[config.mk]
export PLATFORM = sky130hd
export DESIGN_NAME = pe_act_queue
export DESIGN_NICKNAME = d
export VERILOG_FILES = /design/src/rtl/pe_act_queue.sv
export SDC_FILE = /design/constraint.sdc
export NUM_CORES = 1
export LEC_CHECK = 0
export BUFFER_PORTS_ARGS = -buffer_cell sky130_fd_sc_hd__clkbuf_2
export CORE_MARGIN = 2
export CORE_UTILIZATION = 25
export CTS_BUF_LIST = sky130_fd_sc_hd__clkbuf_8
export DETAILED_ROUTE_END_ITERATION = 12
export MAX_ROUTING_LAYER = met4
export SYNTH_ARGS = -nofsm -noshare
export SYNTH_HDL_FRONTEND = slang
export SYNTH_SLANG_ARGS = --single-unit
[constraint.sdc]
create_clock -name clk -period 3.1 [get_ports clk]
set_clock_uncertainty 0.1 [all_clocks]
set_input_delay 0 -clock clk [delete_from_list [all_inputs] [get_ports clk]]
set_output_delay 0 -clock clk [all_outputs]
set_load 0.1 [all_outputs]
[src/rtl/pe_act_queue.sv]
// Per-PE activation FIFO between the router network interface and the PE FSM.
// Optional build macro PE_ACT_QUEUE_ZERO_SKIP_EN discards zero-valued packets.
module pe_act_queue #(
  parameter int DATA_WIDTH = 16,
  parameter int IDX_WIDTH  = 6,
  parameter int DEPTH      = 8,
  parameter int AFULL_TH   = 2
) (
  input  logic                          clk,
  input  logic                          rst,
  input  logic                          push_en,
  input  logic [IDX_WIDTH-1:0]          push_idx,
  input  logic [DATA_WIDTH-1:0]         push_data,
  input  logic                          flush,
  input  logic                          pop_act,
  output logic                          queue_empty,
  output logic                          queue_full,
  output logic                          queue_afull,
  output logic [IDX_WIDTH+DATA_WIDTH-1:0] act_out,
  output logic [$clog2(DEPTH):0]        q_count,
  output logic                          overflow
);

  localparam int PTR_W = $clog2(DEPTH);
  localparam int CNT_W = PTR_W + 1;
  localparam int ENT_W = IDX_WIDTH + DATA_WIDTH;
  localparam logic [CNT_W-1:0] DEPTH_C = CNT_W'(DEPTH);
  localparam logic [CNT_W-1:0] AFULL_C = CNT_W'(AFULL_TH);

  logic [ENT_W-1:0] mem [DEPTH];
  logic [PTR_W-1:0] wr_ptr, rd_ptr;
  logic [CNT_W-1:0] count;
  logic             push_req, do_push, do_pop, drop;

`ifdef PE_ACT_QUEUE_ZERO_SKIP_EN
  // Zero activations contribute nothing to the MAC, so they never occupy a slot.
  assign push_req = push_en && (push_data != '0);
`else
  assign push_req = push_en;
`endif

  assign do_pop  = pop_act && (count != '0);
  assign do_push = push_req && ((count != DEPTH_C) || do_pop);
  assign drop    = push_req && (count == DEPTH_C) && !do_pop;

  always_ff @(posedge clk or negedge rst) begin
    // NOTE: sequential state uses non-blocking assignments so every register
    // samples the pre-edge values regardless of statement order.
    if (!rst) begin
      wr_ptr   <= '0;
      rd_ptr   <= '0;
      count    <= '0;
      overflow <= 1'b0;
    end else if (flush) begin
      wr_ptr   <= '0;
      rd_ptr   <= '0;
      count    <= '0;
      overflow <= 1'b0;
    end else begin
      if (do_push) wr_ptr <= wr_ptr + 1'b1;
      if (do_pop)  rd_ptr <= rd_ptr + 1'b1;
      if (do_push && !do_pop)      count <= count + 1'b1;
      else if (do_pop && !do_push) count <= count - 1'b1;
      if (drop) overflow <= 1'b1;
    end
  end

  // NOTE: the storage array is deliberately not reset; count gates visibility,
  // so stale contents are never observable and the array maps to plain flops/RAM.
  always_ff @(posedge clk) begin
    if (do_push && !flush) mem[wr_ptr] <= {push_idx, push_data};
  end

  assign queue_empty = (count == '0);
  assign queue_full  = (count == DEPTH_C);
  assign queue_afull = ((DEPTH_C - count) <= AFULL_C);
  assign q_count     = count;
  assign act_out     = queue_empty ? '0 : mem[rd_ptr];

endmodule

* Yosys cells after proc, flatten, opt, wreduce, memory -nomap -nowiden *
Memory sizes are Yosys's and may differ from the RTL's.
Index checks and enable logic that the tools add are counted.

cells by class
  add/sub/neg operators = 5
  reduce and logical (&&, ||, !) cells = 17
  mux-type cells = 12
  eq/ne operators = 2
  $lt $le $gt $ge = 1

operators with widths
  kind                   count
  $mux W22               1
  $mux W3                4
  $mux W4                3
  $logic_and A1 B1 Y1    7
  $add A3 B1 Y3 const B  2
  $reduce_bool A2 Y1     3
  $add A4 B1 Y4 const B  1
  $eq A4 B4 Y1 const B   1
  $le A4 B2 Y1 const B   1
  $logic_not A4 Y1       1
  $mux W1                4
  $ne A4 B4 Y1 const B   1
  $reduce_bool A4 Y1     1
  $sub A4 B1 Y4 const B  1
  $sub A4 B4 Y4 const A  1
  $logic_not A1 Y1       3
  $reduce_bool A3 Y1     1
  $logic_or A1 B1 Y1     1

word-level totals
  logic and storage cells = 42
  flip-flop bits (word level) = 11
  bits in writable memories = 176
  output and inout port bits = 30
  memories = 1

memories
  memory  words  bits a word  read ports  clocked after Yosys merged registers in  wr ports  line  source
  mem     8      22           1           0                                        1         30    logic [ENT_W-1:0] mem [DEPTH];

* Logic depth before layout (Yosys ltp) *
Gate-level depths: netlist of the first run.

  depth in word-level cells = 9
  depth in mapped cells = 10

* Worst setup path after synthesis of the first run *
Ideal clock, no wire load.

  path kind = register to register
  from = register count[0], in the netlist q_count[0]
  to = memory mem[0][0] (netlist bit) (enable)
  setup slack = -878 ps
  stages on the path, launching flop included = 7
  required time = 2571 ps
  arrival time = 3449 ps
  period minus slack after synthesis = 3978 ps
  cell sequence = dfrtp_1 > inv_1 > ha_1 > nand3b_1 > o211a_1 > nand2b_1 > nor3_1

between the ends
  cells in the longest elaborated chain, start to end = 7
  elaborated cells between the ends (all ways) = 8
  those cells by class = 1 x eq/ne; 2 x mux; 5 x reduce/logical

RTL lines
  item                             line  source
  from (decl)                      32    logic [CNT_W-1:0] count;
  from (signal assigned)           62    if (do_push && !do_pop) count <= count + 1'b1;
  from (signal assigned)           63    else if (do_pop && !do_push) count <= count - 1'b1;
  $reduce_bool A4 Y1               42    assign do_pop = pop_act && (count != '0);
  $logic_and A1 B1 Y1              42
  $logic_or A1 B1 Y1 *             43    assign do_push = push_req && ((count != DEPTH_C) || do_pop);
  $logic_and A1 B1 Y1 *            43
  $logic_and A1 B1 Y1 *            71    if (do_push && !flush) mem[wr_ptr] <= {push_idx, push_data};
  $mux W1 *                        71
  $mux W1 (implied by the code) *  71
  to (decl)                        30

Every way passes the cells marked *; elsewhere a longest branch is shown, timed or not.

* Worst setup path after layout of the first run *
  from = register count[0], in the netlist q_count[0]
  to = register count[2], in the netlist q_count[2]

between the ends
  cells in the longest elaborated chain, start to end = 7
  elaborated cells between the ends (all ways) = 15
  those cells by class = 2 x add/sub; 1 x eq/ne; 3 x mux; 9 x reduce/logical

RTL lines
  item
  parallel branches: the longest is 7 deep, another holds $sub A4 B1 Y4

Parallel ways; which one is timed is not known. The select of a mux whose other input is x is not followed.
A chain may end at the register's enable or synchronous reset.

==> impl_metrics.ini, run 1 <==
[min_path]
min_path_type = in2reg

[grt]
grt_pass1_wl_mm = 24.1
overflow = 0
grt_max_degree = 25
grtUsageTotal = 0.107
grt_pass1_vias = 4079
antenna_found_initial = 1

[worst_setup_path]
crit_type = reg2reg
crit_path_max_incr_delay_ns = 0.56
rrSetupSlack_ns = 0.17
crit_chain = inv_1 > ha_1 > nand3b_1 > buf_4 > nand2_1 > inv_1 > fa_1 > xnor2_1 > o211ai_1 > a21oi_1 > dlygate4sd3_1
path_common_cell = inv_1
critPathRequiredTime_ns = 3.40
crit_path_start_kind = flop
cp-end-kind = flop
crit_fanout = 5
arrival_ns = 3.23
worst-path-buf-inv = 4
cpLargestDelayFamily = buffers and inverters
crit_path_top_delay_cell = dlygate4sd3_1

[yosys]
ys_seq_elements = 187
syn_area_per_cell_um2 = 20.1
synthCells = 375
syn_area_mm2 = 0.00752
ys_types = 37
yosysWarnings = 0
synth_nets = 409
ys_seq_area_frac = 0.739

[die]
die_h_um = 177
initial_core_util = 0.254
core-area_mm2 = 0.0296
dieArea_mm2 = 0.0315
rows = 63
chipWidth_um = 177
io_pins = 57

[clocking]
cts_tree = done
cts.path.max_buffers = 2
clock_latency_ns = 0.46
cts-root-buf = clkbuf_8
htreeDepth = 4
cts_sinks = 187
clkSlewWorstSetupHoldPaths_ns = 0.09
cts_buffers = 17
postCtsSetupRepairBufs = 0

[drt]
drt_iter0_markers = 422
totalWireLength_mm = 15.3
antenna_left = 0
drc_errors = 0
vias = 3796
wire_per_inst_um = 17.4
dr.pass1.iters = 4
via_per_inst = 4.30

[power_and_ir_drop]
cellLeakagePower_nw = 2.95
power_density_mw_per_mm2 = 945
power.total_w = 0.00855
irDropWorstVdd_mv = 0.664

[place]
gp_congestion = 0.822
dp_cells = 821
dp_hpwl_mm = 9.89
portBuffers = 56

[timing]
finalHoldViolCount = 0
fmax_mhz = 342
slew_headroom = 0.469
rsz0062_at_grt = false
fin_crit_sh = 0.944
tightest_slew_ns = 0.797
period_minus_slack_ns = 2.93
slew_violations = 0
setup_violations = 0

[finish]
nNetsFinal = 512
syn_to_final_growth_pct = 20.3
drive_gt1_frac = 0.338
final_cells = 882

[flow_run]
maxCapViolations = 0

[run_status]
status = complete, no violations
synthesized netlist by cell type:
master | count | area, µm²
nand2_1 | 5 | 18.8
xnor2_1 | 3 | 26.3
nand2b_1 | 5 | 31.3
fa_1 | 1 | 20.0
buf_8 | 2 | 30.0
mux2i_1 | 24 | 240
or2_1 | 1 | 6.26
o211ai_1 | 3 | 22.5
mux4_2 | 43 | 968
mux2_2 | 1 | 11.3
nor3_1 | 2 | 10.0
a2111oi_1 | 1 | 10.0
a21oi_1 | 5 | 25.0
nor3b_2 | 1 | 12.5
nand3_1 | 1 | 5.00
and3_1 | 1 | 6.26
o211a_1 | 2 | 20.0
edfxtp_1 | 176 | 5290
a21o_1 | 1 | 7.51
a22oi_1 | 1 | 7.51
mux4_1 | 1 | 26.3
ha_1 | 6 | 75.1
nand3b_1 | 2 | 15.0
clkbuf_1 | 4 | 15.0
buf_6 | 3 | 33.8
a21boi_1 | 1 | 7.51
a21boi_0 | 1 | 7.51
dfrtp_1 | 11 | 275
buf_2 | 7 | 35.0
a221oi_1 | 1 | 8.76
inv_1 | 7 | 26.3
o21ai_0 | 3 | 15.0
buf_4 | 2 | 15.0
nor2_1 | 40 | 150
nor2b_1 | 2 | 12.5
xor2_1 | 4 | 35.0
clkbuf_2 | 1 | 5.00
sequential cells by signal, indices dropped and copies added (netlist names):
name,count
overflow,1
rd_ptr,3
mem,176
q_count,4
wr_ptr,3
area by class of cell:
| type | count | area, µm² |
|---|---|---|
| antenna | 1 | 2.50 |
| clock buffer | 17 | 234 |
| clock inverter | 15 | 165 |
| fill | 2943 | 20600 |
| inverter | 7 | 26.3 |
| multi-input combinational | 162 | 1850 |
| sequential | 187 | 5570 |
| tap | 390 | 488 |
| timing repair buffer | 103 | 716 |
worst register-to-register path, cell delays in order (launching register included):
cell and delay, ns:
dfrtp_2 0.44, inv_1 0.15, ha_1 0.28, nand3b_1 0.13
buf_4 0.18, nand2_1 0.11, inv_1 0.07, fa_1 0.39
xnor2_1 0.17, o211ai_1 0.12, a21oi_1 0.16, dlygate4sd3_1 0.56
placed cells by master (no fill, tap or decap), types with 3 or more instances in the layout:
cell | Yosys | layout
edfxtp_1 | 176 | 176
clkbuf_2 | 1 | 56
mux4_2 | 43 | 43
nor2_1 | 40 | 31
dlygate4sd3_1 | 0 | 28
mux2i_1 | 24 | 24
buf_4 | 2 | 18
clkbuf_8 | 0 | 17
nor2_2 | 0 | 9
inv_1 | 7 | 7
dfrtp_1 | 11 | 7
ha_1 | 6 | 6
nand2b_1 | 5 | 5
nand2_1 | 5 | 5
a21oi_1 | 5 | 5
clkinvlp_4 | 0 | 5
xor2_1 | 4 | 4
inv_6 | 0 | 4
dfrtp_2 | 0 | 4
xnor2_1 | 3 | 3
o21ai_0 | 3 | 3
o211ai_1 | 3 | 3
path summary, 6_finish.rpt:
path / to / startpoint / cells past startpoint
max: q_count[2] / q_count[0] / 11
min: mem[3][4] / push_data[4] / 2
max reg2reg: q_count[2] / q_count[0] / 11
min reg2reg: overflow / overflow / 2
max in group asynchronous: rd_ptr[0] / rst / 3
min in group asynchronous: overflow / rst / 3
what timing repair did:
item,4_1_cts,5_1_grt
gates resized for setup,0,1
setup endpoints to repair,0,2
hold buffers,28,0
hold endpoints to repair,198,0
per-layer routing:
| layer | wire length, µm | share of wire | GRT usage | up-vias |
|---|---|---|---|---|
| met5 | 0 | 0 | - | - |
| met4 | 195 | 0.013 | 0.0342 | 0 |
| met3 | 656 | 0.043 | 0.0227 | 16 |
| met2 | 7650 | 0.50 | 0.170 | 94 |
| met1 | 6830 | 0.45 | 0.137 | 1982 |
| li1 | - | - | - | 1704 |
report_power, final:
group          leakage (nW)  switching [W]  internal (W)
registers              1.73       0.000157       0.00286
clock network         0.185       0.000859      0.000729
logic                  1.03        0.00295      0.000987
total                  2.95        0.00397       0.00458
cell families after synthesis:
kind of cell,after synthesis,synth area share
buffers and inverters,26,0.0213
AOI/OAI and AO/OA,19,0.0175
and+or+nand+nor,60,0.0356
adders and majority gates,7,0.0126
muxes,69,0.166
xor gates and xnor gates,7,0.00815
DFF,187,0.739
metrics by stage:
stage                     utilization  area [µm²]  TNS (ns)  hold WS, ns  setup slack (ns)
after floorplan                     -        7540     -1.51       -0.396            -0.252
after global placement          0.282        8370         0       -0.209             0.467
after detailed placement        0.282        8370         0       -0.198             0.297
after CTS                       0.305        9050         0        0.242             0.185
after global routing            0.305        9050         0        0.253            0.0229
final                           0.305        9050         0        0.267             0.174
No activity file was read; power rests on OpenSTA's default activity.
==> inputs of run 2 (changes only) <==
- clock period: 3.1 -> 2.45 ns (I/O delays scaled with it)
==> run 2 against run 1 <==
Total power increased by 42%. Final cell count grew 1.9%. Final area grew 6.7%. Largest cell class unchanged. Highest routed layer unchanged. Largest power group unchanged. Sequential power rose by 25%.
==> impl_metrics.ini, run 2 (synthesis gave the netlist of run 1 again) <==
[grt]
grt_use_met2 = 0.167
grt_pass1_wl_mm = 23.3
grt_busiest_layer = met2
grt_pass1_vias = 3989
overflow = 0
grtUsageTotal = 0.104
grtUsageMet1 = 0.132
grt_max_degree = 25
antenna_found_initial = 1
met3_usage = 0.0246

[worst_setup_path]
crit_chain = inv_4 > ha_4 > nand2b_1 > a21boi_2 > nand2_1 > ha_1 > a21o_1 > a21oi_2 > and3_1 > a2111oi_2
worst-path-buf-inv = 1
crit_type = reg2reg
crit_path_start_kind = flop
crit_fanout = 5
critPathRequiredTime_ns = 2.70
crit_path_top_delay_cell = dfrtp_4
cp-end-kind = flop
crit_path_max_incr_delay_ns = 0.52
arrival_ns = 2.63
cpLargestDelayFamily = compound AO/OA/AOI/OAI gates

[finish]
final_common_cell = edfxtp_1
drive_gt1_frac = 0.402
syn_to_final_growth_pct = 28.3
largest_reg_flops = 176
register_area_mm2 = 0.00558
multi_input_area_mm2 = 0.00195
final_cell_mix = 176 x edfxtp_1, 43 x mux4_2, 33 x clkbuf_2, 29 x buf_4, 27 x dlygate4sd3_1
nNetsFinal = 529
fill_cells = 2869
largest_register = mem

[die]
dieArea_mm2 = 0.0315
die_h_um = 177
rows = 63
chipWidth_um = 177
core-area_mm2 = 0.0296
initial_core_util = 0.254
io_pins = 57

[drt]
vias = 3854
totalWireLength_mm = 15.5
dr.pass1.iters = 4
wire_per_inst_um = 17.3
drt_iter0_markers = 330
via_per_inst = 4.29
drc_errors = 0
antenna_left = 0

[min_path]
min_path_type = in2reg

[timing]
setup_tns_ns = 0
setup_violations = 0
whs_ns = 0.240
finalHoldViolCount = 0
slew_violations = 0
slew_headroom = 0.617
tightest_slew_ns = 0.573
fin_crit_sh = 0.971
fmax_mhz = 420
rsz0062_at_grt = true
period_minus_slack_ns = 2.38

[clocking]
clkSlewWorstSetupHoldPaths_ns = 0.11
cts_sinks = 187
cts-root-buf = clkbuf_8
cts_tree = done
cts.path.max_buffers = 2
clock_latency_ns = 0.46
cts_buffers = 17
htreeDepth = 4

[run_status]
status = complete, no violations

[place]
portBuffers = 56
gp_congestion = 0.738
dp_hpwl_mm = 9.61

[power_and_ir_drop]
p_sw_frac = 0.446
power_density_mw_per_mm2 = 1260
p_sw_w = 0.00540
clockPowerShare = 0.159
power_frac_seq = 0.312
cellLeakagePower_nw = 3.18
p_int_w = 0.00672
irDropWorstVdd_mv = 0.893
p_comb_frac = 0.529

[flow_run]
maxCapViolations = 0
run 2: cell type report:
| type | instances | share of cell area |
|---|---|---|
| antenna | 1 | 0.000259 |
| sequential | 187 | 0.578 |
| clock buffer | 17 | 0.0242 |
| clock inverter | 15 | 0.0161 |
| multi-input combinational | 162 | 0.202 |
| inverter | 7 | 0.00324 |
| timing repair buffer | 120 | 0.126 |
| tap | 390 | 0.0506 |
run 2: worst paths after layout:
kind                       slack, ns        start  cells past startpoint         end
max                             0.07   q_count[0]                     10  q_count[3]
min                             0.24  push_idx[2]                      2  mem[4][18]
max reg2reg                     0.07   q_count[0]                     10  q_count[3]
min reg2reg                     0.41     overflow                      2    overflow
max in group asynchronous       1.33          rst                      3  q_count[1]
min in group asynchronous       0.49          rst                      3    overflow
run 2: metrics by stage:
step | total power [W] | setup slack (ns) | instance area, µm² | cells | utilization
floorplan | 0.00816 | -0.216 | 7660 | 375 | -
global placement | 0.0100 | 0.0541 | 8870 | 830 | 0.299
detailed placement | 0.0101 | -0.0186 | 8870 | 830 | 0.299
CTS | 0.0122 | -0.0290 | 9580 | 893 | 0.323
global route | 0.0126 | -0.0614 | 9650 | 899 | 0.326
finish | 0.0121 | 0.0699 | 9650 | 899 | 0.326
run 2: power groups by stage:
stage / Sequential [W] / Combinational, W / Clock (W)
4_1_cts: 0.00383 / 0.00632 / 0.00201
3_5_place_dp: 0.00392 / 0.00616 / 0
2_1_floorplan: 0.00401 / 0.00415 / 0
3_3_place_gp: 0.00391 / 0.00611 / 0
5_1_grt: 0.00380 / 0.00670 / 0.00213
6_report: 0.00378 / 0.00641 / 0.00193
run 2: what timing repair did:
item | 4_1_cts | 5_1_grt
endpoints found under the setup margin | 23 | 22
pin swaps | 2 | 1
buffers inserted | 4 | 5
resized for setup | 6 | 6
hold endpoints to repair | 198 | 0
gates cloned | 0 | 0
hold buffers | 27 | 0
run 2: per-layer routing:
metal,vias up,part of all wire
li1,1743,-
met1,2015,0.45
met2,79,0.50
met3,17,0.043
met4,0,0.011
met5,-,0
==> inputs of run 3 (changes only) <==
- SETUP_SLACK_MARGIN: not set -> 0.4
==> run 3 against run 2 <==
Register-to-register slack better by 0.13 ns. Global-route usage is 0.79 points higher. Total power is 14% higher. Combinational power is 24% higher. Highest routed layer unchanged. Non-clock buffer count is 23 higher. Critical path depth is 4 lower.
==> impl_metrics.ini, run 3 (synthesis gave the netlist of run 1 again) <==
[finish]
largest_register = mem
nNetsFinal = 552
register_area_mm2 = 0.00558
drive_gt1_frac = 0.497
diodes = 0
fill_cells = 2763
final_util = 0.360
largest_reg_flops = 176
multi_input_area_mm2 = 0.00237
syn_to_final_growth_pct = 41.7
final_cell_mix = 176 x edfxtp_1, 44 x mux4_2, 34 x buf_12, 31 x clkbuf_2, 27 x dlygate4sd3_1
final_common_cell = edfxtp_1

[worst_setup_path]
crit_path_start_kind = flop
crit_type = reg2out
arrival_ns = 2.16
cp-end-kind = output pin
critPathRequiredTime_ns = 2.35
crit_fanout = 8

[grt]
grt_pass1_wl_mm = 25.1
grt_max_degree = 33
overflow = 0
grtUsageTotal = 0.112
grt_pass1_vias = 4229
antenna_found_initial = 0

[drt]
via_per_inst = 4.40
antenna_left = 0
vias = 4054
met1_length_mm = 7.20
totalWireLength_mm = 17.1
route.met3.wl_um = 787
drt_iter0_markers = 257
drc_errors = 0
wl_met2_mm = 8.91
top_layer_used = met4
dr.pass1.iters = 4
wire_per_inst_um = 18.6

[clocking]
cts_buffers = 17
cts_sinks = 187
clkSlewWorstSetupHoldPaths_ns = 0.11
clock_latency_ns = 0.46
cts_tree = done
cts-root-buf = clkbuf_8
htreeDepth = 4
cts.path.max_buffers = 2

[power_and_ir_drop]
irDropWorstVdd_mv = 0.854
power_density_mw_per_mm2 = 1300
cellLeakagePower_nw = 3.49

[die]
core-area_mm2 = 0.0296
io_pins = 57
rows = 63
initial_core_util = 0.254
chipWidth_um = 177
dieArea_mm2 = 0.0315
die_h_um = 177

[timing]
setup_violations = 0
fin_crit_sh = 0.922
worst_slack_ns = 0.192
tightest_slew_ns = 0.565
finalHoldViolCount = 0
whs_ns = 0.260
period_minus_slack_ns = 2.26
slew_headroom = 0.622
rsz0062_at_grt = true
slew_violations = 0
fmax_mhz = 443

[place]
dp_hpwl_mm = 10.2
portBuffers = 56
place_ws_ns = 0.0136
gp_congestion = 0.769

[min_path]
min_path_type = in2reg

[run_status]
status = complete, no violations

[flow_run]
maxCapViolations = 0
## run 3: cell types whose count changed in the layout (fill, tap and decap cells not counted), sizes merged
cell / previous run / this run
buf: 57 / 79
bufinv: 0 / 2
clkbuf: 53 / 54
clkinv: 8 / 7
diode: 1 / 0
inv: 14 / 13
## run 3: critical path, stage by stage, from the launching register on
cell and delay (ns):
dfrtp_2 0.39, buf_12 0.16, buf_12 0.16, mux4_2 0.55, mux2i_4 0.21, nor2_4 0.05
buf_12 0.16
## run 3: power breakdown
group	leakage [nW]	switching (W)	internal [W]
registers	1.73	0.000115	0.00364
logic	1.55	0.00471	0.00327
clock network	0.211	0.00115	0.000947
total	3.49	0.00597	0.00785
## run 3: metrics by stage
stage	instance area (µm²)	total power, W	instances	setup TNS (ns)
floorplan	7790	0.00854	375	-1.90
global placement	9030	0.0104	828	0
detailed placement	9030	0.0105	828	0
CTS	10300	0.0136	904	0
global route	10700	0.0143	921	0
finish	10700	0.0138	921	0
## run 3: path summary, 6_finish.rpt
| kind | from | end | slack, ns | depth (start not counted) |
|---|---|---|---|---|
| min in group asynchronous | rst | q_count[0] | 0.49 | 3 |
| hold reg to reg | overflow | overflow | 0.43 | 2 |
| max in group asynchronous | rst | q_count[3] | 1.34 | 3 |
| setup / recovery | rd_ptr[0] | act_out[15] | 0.19 | 6 |
| setup reg to reg | q_count[0] | q_count[3] | 0.20 | 10 |
| hold / removal | push_data[11] | mem[3][11] | 0.26 | 2 |
## run 3: what timing repair did
action | CTS | global route
endpoints found under the setup margin | 192 | 205
cloned | 3 | 6
hold buffers | 27 | 0
pin swaps | 25 | 11
endpoints found under the hold margin | 198 | 0
buffers inserted | 14 | 11
gates resized for setup | 71 | 36
## run 3: final cells by class
| type | count | area share |
|---|---|---|
| clock buffers | 17 | 0.0220 |
| clock inverters | 15 | 0.0171 |
| well taps | 390 | 0.0458 |
| inverters | 7 | 0.00294 |
| multi-input cells | 162 | 0.222 |
| repair buffers | 143 | 0.167 |
| flip-flops and latches | 187 | 0.523 |
## run 3: layer usage
metal	vias to the layer above	GRT usage
met2	110	0.185
met4	0	0.0283
met5	-	-
met3	17	0.0238
met1	2122	0.139
li1	1805	-
